<file path="config.mk">
export PLATFORM = sky130hd
export DESIGN_NAME = shift_result_stage_flat
export DESIGN_NICKNAME = d
export VERILOG_FILES = /design/src/rtl/shift_result_stage_if.sv /design/src/rtl/shift_result_stage.sv /design/src/flat_wrapper.sv
export SDC_FILE = /design/constraint.sdc
export NUM_CORES = 1
export LEC_CHECK = 0
export ABC_AREA = 1
export ABC_CLOCK_PERIOD_IN_PS = 2000
export CAP_MARGIN = 25
export CELL_PAD_IN_SITES_DETAIL_PLACEMENT = 2
export CELL_PAD_IN_SITES_GLOBAL_PLACEMENT = 2
export CORE_ASPECT_RATIO = 1.1
export CORE_MARGIN = 8
export CORE_UTILIZATION = 27
export CTS_BUF_LIST = sky130_fd_sc_hd__clkbuf_16
export CTS_CLUSTER_SIZE = 24
export DETAILED_ROUTE_END_ITERATION = 10
export PLACE_DENSITY = 0.84
export REMOVE_ABC_BUFFERS = 1
export SLEW_MARGIN = 10
export SYNTH_ARGS = -nofsm -noshare
export SYNTH_HDL_FRONTEND = slang
export SYNTH_SLANG_ARGS = --single-unit
</file>
<file path="constraint.sdc">
create_clock -name clk_i -period 2 [get_ports clk_i]
set_input_delay 0.4 -clock clk_i [delete_from_list [all_inputs] [get_ports clk_i]]
set_output_delay 0.4 -clock clk_i [all_outputs]
set_load 0.01 [all_outputs]
</file>
<file path="src/rtl/shift_result_stage_if.sv">
// Handshake bundle between the barrel shifter, the result stage and its consumer.
// Signal names are as seen from the result stage.
interface shift_result_stage_if #(
  parameter int WIDTH = 8,
  parameter int CNT_W = 16
);
  logic             valid_i;
  logic             ready_o;
  logic [WIDTH-1:0] data_i;
  logic [1:0]       sel_i;
  logic             valid_o;
  logic             ready_i;
  logic [WIDTH-1:0] data_o;
  logic [1:0]       sel_o;
  logic             zero_o;
  logic             neg_o;
  logic [CNT_W-1:0] count_o;

  // The result stage.
  modport slave (
    input  valid_i, data_i, sel_i, ready_i,
    output ready_o, valid_o, data_o, sel_o, zero_o, neg_o, count_o
  );

  // Upstream shifter plus downstream consumer.
  modport master (
    output valid_i, data_i, sel_i, ready_i,
    input  ready_o, valid_o, data_o, sel_o, zero_o, neg_o, count_o
  );
endinterface

</file>
<file path="src/rtl/shift_result_stage.sv">
// Two-entry skid buffer after the barrel shifter: captures result, select and
// zero/negative flags, and keeps a saturating count of accepted results.
module shift_result_stage #(
  parameter int WIDTH = 8,
  parameter int CNT_W = 16
) (
  input  logic                 clk_i,
  input  logic                 rst_i,
  shift_result_stage_if.slave  bus
);

  typedef struct packed {
    logic [WIDTH-1:0] data;
    logic [1:0]       sel;
    logic             zero;
    logic             neg;
  } entry_t;

  logic [1:0]       occ_q, occ_d;
  entry_t           head_q, head_d;
  entry_t           skid_q, skid_d;
  logic [CNT_W-1:0] count_q, count_d;

  entry_t new_entry;
  logic   push, pop;

  // Flags are frozen at capture time so the output path is a plain mux.
  assign new_entry = '{data: bus.data_i,
                       sel:  bus.sel_i,
                       zero: (bus.data_i == '0),
                       neg:  bus.data_i[WIDTH-1]};

  assign bus.ready_o = !rst_i && (occ_q != 2'd2);
  assign bus.valid_o = (occ_q != 2'd0);
  assign push        = bus.valid_i && bus.ready_o;
  assign pop         = bus.valid_o && bus.ready_i;

  // NOTE: every variable gets a hold default before the case so no path leaves it unassigned (no latch).
  always_comb begin
    occ_d   = occ_q;
    head_d  = head_q;
    skid_d  = skid_q;
    count_d = count_q;
    unique case (occ_q)
      2'd0: begin
        if (push) begin
          head_d = new_entry;
          occ_d  = 2'd1;
        end
      end
      2'd1: begin
        if (push && pop) begin
          head_d = new_entry;
        end else if (push) begin
          skid_d = new_entry;
          occ_d  = 2'd2;
        end else if (pop) begin
          occ_d  = 2'd0;
        end
      end
      2'd2: begin
        if (pop) begin
          head_d = skid_q;
          occ_d  = 2'd1;
        end
      end
      default: occ_d = 2'd0;
    endcase
    if (push && (count_q != '1)) begin
      count_d = count_q + CNT_W'(1);
    end
  end

  // NOTE: entry storage is reset as well, so a reset leaves no stale result behind.
  always_ff @(posedge clk_i) begin
    if (rst_i) begin
      occ_q   <= 2'd0;
      head_q  <= '0;
      skid_q  <= '0;
      count_q <= '0;
    end else begin
      occ_q   <= occ_d;
      head_q  <= head_d;
      skid_q  <= skid_d;
      count_q <= count_d;
    end
  end

  assign bus.data_o  = bus.valid_o ? head_q.data : '0;
  assign bus.sel_o   = bus.valid_o ? head_q.sel  : 2'd0;
  assign bus.zero_o  = bus.valid_o && head_q.zero;
  assign bus.neg_o   = bus.valid_o && head_q.neg;
  assign bus.count_o = count_q;

endmodule

</file>
<file path="src/flat_wrapper.sv">
// flat-port wrapper written by rule: the top's interface ports become plain ports
module shift_result_stage_flat 
#(
  parameter int WIDTH = 8,
  parameter int CNT_W = 16
)
  (clk_i, rst_i, bus_valid_i, bus_data_i, bus_sel_i, bus_ready_i, bus_ready_o, bus_valid_o, bus_data_o, bus_sel_o, bus_zero_o, bus_neg_o, bus_count_o);
  shift_result_stage_if #(.WIDTH(WIDTH), .CNT_W(CNT_W)) bus_i ();
  input  logic clk_i;
  input  logic rst_i;
  input wire logic [$bits(bus_i.valid_i)-1:0] bus_valid_i;
  input wire logic [$bits(bus_i.data_i)-1:0] bus_data_i;
  input wire logic [$bits(bus_i.sel_i)-1:0] bus_sel_i;
  input wire logic [$bits(bus_i.ready_i)-1:0] bus_ready_i;
  output wire logic [$bits(bus_i.ready_o)-1:0] bus_ready_o;
  output wire logic [$bits(bus_i.valid_o)-1:0] bus_valid_o;
  output wire logic [$bits(bus_i.data_o)-1:0] bus_data_o;
  output wire logic [$bits(bus_i.sel_o)-1:0] bus_sel_o;
  output wire logic [$bits(bus_i.zero_o)-1:0] bus_zero_o;
  output wire logic [$bits(bus_i.neg_o)-1:0] bus_neg_o;
  output wire logic [$bits(bus_i.count_o)-1:0] bus_count_o;
  assign bus_i.valid_i = bus_valid_i;
  assign bus_i.data_i = bus_data_i;
  assign bus_i.sel_i = bus_sel_i;
  assign bus_i.ready_i = bus_ready_i;
  assign bus_ready_o = bus_i.ready_o;
  assign bus_valid_o = bus_i.valid_o;
  assign bus_data_o = bus_i.data_o;
  assign bus_sel_o = bus_i.sel_o;
  assign bus_zero_o = bus_i.zero_o;
  assign bus_neg_o = bus_i.neg_o;
  assign bus_count_o = bus_i.count_o;
  shift_result_stage #(.WIDTH(WIDTH), .CNT_W(CNT_W)) u_core (.clk_i(clk_i), .rst_i(rst_i), .bus(bus_i));
endmodule
</file>
==> metrics.md <==
| Metric | Value |
|---|---|
| Final cell utilization of the core | 0.375 |
| Clk_lat worst skew | about 290 ps |
| Multiplexer area fraction after synthesis | 0 |
| Vias in the first global route | between 2k and 3k |
| Post-synthesis cell area | 2140 um2 |
| Routed length on met3 | 308 um |
| Synth Area in XOR/XNOR | 0.0328 |
| Count of hold buffers inserted by post-cts repair | 0 |
| Maximum number of buffers from clock root to sink | 2 |
| # IOs | 44 |
| Synth unique cells | 28 |
| Setup clock skew after layout | 5.05 ps |
| Min-delay worst type | register to register |
| Yosys warning total | 0 |
| EDFF count, synth | 0 |
| Area fraction in compound gates after synthesis | 0.152 |
| Post-synthesis async set-or-reset flop share | 0 |
| Cell count after synthesis | 316 |
| Mean Syn Cell Area | between 6 and 7 um2 |
| Placement row count | 34 |
| HPWL reported at the end of detailed placement | 5270 um |
| Final setup TNS | 0 ps |
| Result of the run | finished clean |
| Critical path startpoint category | register |
| Fraction of layout cells with a size suffix above 1 | 0.132 |
| Worst endpoint required time | around 1600 ps |
| Max-slew headroom | 0.743 |
| Number of design-rule violations left by the first detailed-router iteration | 14 |
| Placer congestion estimate | about 0.76 |
| Achievable clock frequency | 0.515 GHz |
| Setup-violating endpoint count in the final report | 0 |
| Crit Path Max Fanout | 13 |
| Area inside the core boundary | 7780 um2 |
| Nature of the critical path endpoint | output port |
| Die area | 11,000 um2 |
| Total count of hold-check failures in the final report | 0 |
| Worst hold path stage count | 2 |
| Wire length on met1 | 2820 um |
| Residual overflow from global routing | 0 |
| Count of nets left with antenna violations after detail routing | 0 |
| Number of iterations in the first detailed-routing pass | 3 |
| Prevailing post-synth register cell | sky130_fd_sc_hd__dfxtp_1 |
| Number of DRC violations after detailed routing | 0 |
| Clock root buffer | sky130_fd_sc_hd__clkbuf_16 |
| CTS buffer count | 5 |
| Antenna violations before repair | 0 |
| Design Area, Final | 2920 um2 |
| Final Slew Violations | 0 |
| Maximum ir drop on the vdd rail | 0.290 mV |
| Cell area after placement | between 2000 and 3000 um2 |
| Number of clock sinks seen by CTS | 40 |
| Proportion of synthesized chip area in sequential cells | 0.374 |
| Worst-Margin Slew | 384 ps |
| Flop and latch count out of synthesis | 40 |
| Total number of nets in the final design | 384 |
| Wirelength, routed | 6850 um |
| Clk slew on worst S/H paths | about 60 ps |
| Arrival time of the worst setup path | 1540 ps |
| Reg2Reg Depth | 10 |
| Maximum number of pins on one net before global-route repair | 26 |
| Power density of the placed cells | 629 nW/um2 |
| Global-route wire length before repair | 11,600 um |
| ANT cells | 0 |
| Static Leak | 1.16 nW |
| Max-cap violation count | 0 |
| Fin crit share | 0.970 |
| Kind of critical path | register to output port |
| Per-cell routed wire length | 14.3 um |
| Vias after detailed routing | 2,197 |
| Floorplan die height | 109 um |
| Unrepaired setup endpoints after global routing | false |
| CTS HTree Levels | 2 |
| Top layer used by detailed routing | met4 |
| Total power after layout | about 0.0018 W |
| Share of synthesized cell area in and, or, nand and nor gates | 0.328 |
| Worst Hold Margin | 459 ps |
| Mean number of vias per cell | 4.60 |
| Initial standard-cell utilization of the core | 0.275 |
| Global Route Usage Sum | 0.133 |
| Port Buffers | 43 |
| Horizontal die dimension | 101 um |
| Routed wire length on met2 | between 3000 and 4000 um |
| Combinational family with the most area after synthesis | simple AND/OR/NAND/NOR gates |
| Min cycle time layout | approximately 1900 ps |
| Clock tree from TritonCTS | built |
| Share of synthesized cell area in full adder, half adder and majority cells | 0.00585 |
| Synthesis-to-layout area growth | 36.6% |
cell families after synthesis:
logic type,count (synthesis)
fa+ha+maj,1
simple gates,162
compound gates,56
xor+xnor,8
buf+inv,49
flops,40
sequential cells by signal, summed over array words and instances (netlist names):
register	flops
u_core.bus.count_o	16
u_core.head_q	11
u_core.occ_q	2
u_core.skid_q	11
metrics by stage:
step	worst slack, ps	instances
final	59.9	478
after global routing	2.41	478
after CTS	13.7	478
after detailed placement	-27.4	469
after global placement	30.0	469
after floorplan	376	302
critical path, cell delays in order (launching register included):
cell and delay, ps:
sky130_fd_sc_hd__dfxtp_4 410, sky130_fd_sc_hd__nor2_4 50, sky130_fd_sc_hd__buf_12 140, sky130_fd_sc_hd__nor2_1 100
sky130_fd_sc_hd__clkdlybuf4s50_1 560
cell usage after synthesis (3+ instances only):
master	count	area share
sky130_fd_sc_hd__nand2_1	72	0.13
sky130_fd_sc_hd__nor2_4	3	0.016
sky130_fd_sc_hd__nor2_1	60	0.11
sky130_fd_sc_hd__inv_2	3	0.0053
sky130_fd_sc_hd__a21oi_1	15	0.035
sky130_fd_sc_hd__o21ai_1	8	0.019
sky130_fd_sc_hd__a21oi_2	10	0.041
sky130_fd_sc_hd__buf_2	3	0.0070
sky130_fd_sc_hd__buf_4	3	0.011
sky130_fd_sc_hd__nand4_1	7	0.020
sky130_fd_sc_hd__clkbuf_1	3	0.0053
sky130_fd_sc_hd__o21ai_0	21	0.049
sky130_fd_sc_hd__dfxtp_1	40	0.37
sky130_fd_sc_hd__nand2_2	4	0.012
sky130_fd_sc_hd__xor2_1	6	0.025
sky130_fd_sc_hd__inv_1	32	0.056
sky130_fd_sc_hd__buf_6	4	0.021
sky130_fd_sc_hd__nand3_1	9	0.021
cell usage in the layout (no fill, tap or decap), drive strengths merged:
cell,n
a211oi,1
nor3,2
inv,37
dlymetal6s2s,5
buf,17
o21ai,30
xor2,6
nor2,65
clkinv,1
a21oi,25
nand3,10
nand2,77
xnor2,2
clkdlybuf4s50,38
nand3b,1
dfxtp,40
nand4,7
clkbuf,5
ha,1
report_power, final:
group	internal, W	switching (W)	total (W)
clock	0.000449	0.000317	0.000766
sequential	0.000824	0.0000115	0.000836
combinational	0.000106	0.000129	0.000235
total	0.00138	0.000457	0.00184
metal layers:
metal | GRT usage | vias up
met4 | 0.0389 | 0
met3 | 0.0336 | 6
li1 | - | 1096
met1 | 0.136 | 1062
met5 | 0 | -
met2 | 0.257 | 33
worst paths after layout:
kind                         start                     to  slack (ps)
min              u_core.head_q[10]      u_core.head_q[10]         460
max reg2reg  u_core.bus.count_o[0]  u_core.bus.count_o[0]         320
max                u_core.occ_q[1]          bus_data_o[6]          60
min reg2reg      u_core.head_q[10]      u_core.head_q[10]         460
final cells by class:
type | count | area [um2]
fill | 956 | 4860
sequential | 40 | 806
clock inverter | 3 | 11.3
clock buffer | 5 | 125
tap | 108 | 135
inverter | 35 | 131
multi-input combinational | 227 | 1120
timing repair buffer | 60 | 596
repair_timing:
action | in CTS | in global routing
setup buffers | 1 | 0
pin swaps | 1 | 0
cloned | 0 | 0
setup endpoints to repair | 14 | 5
gates resized for setup | 3 | 6
Note: power is estimated with default switching activity, not from simulation.
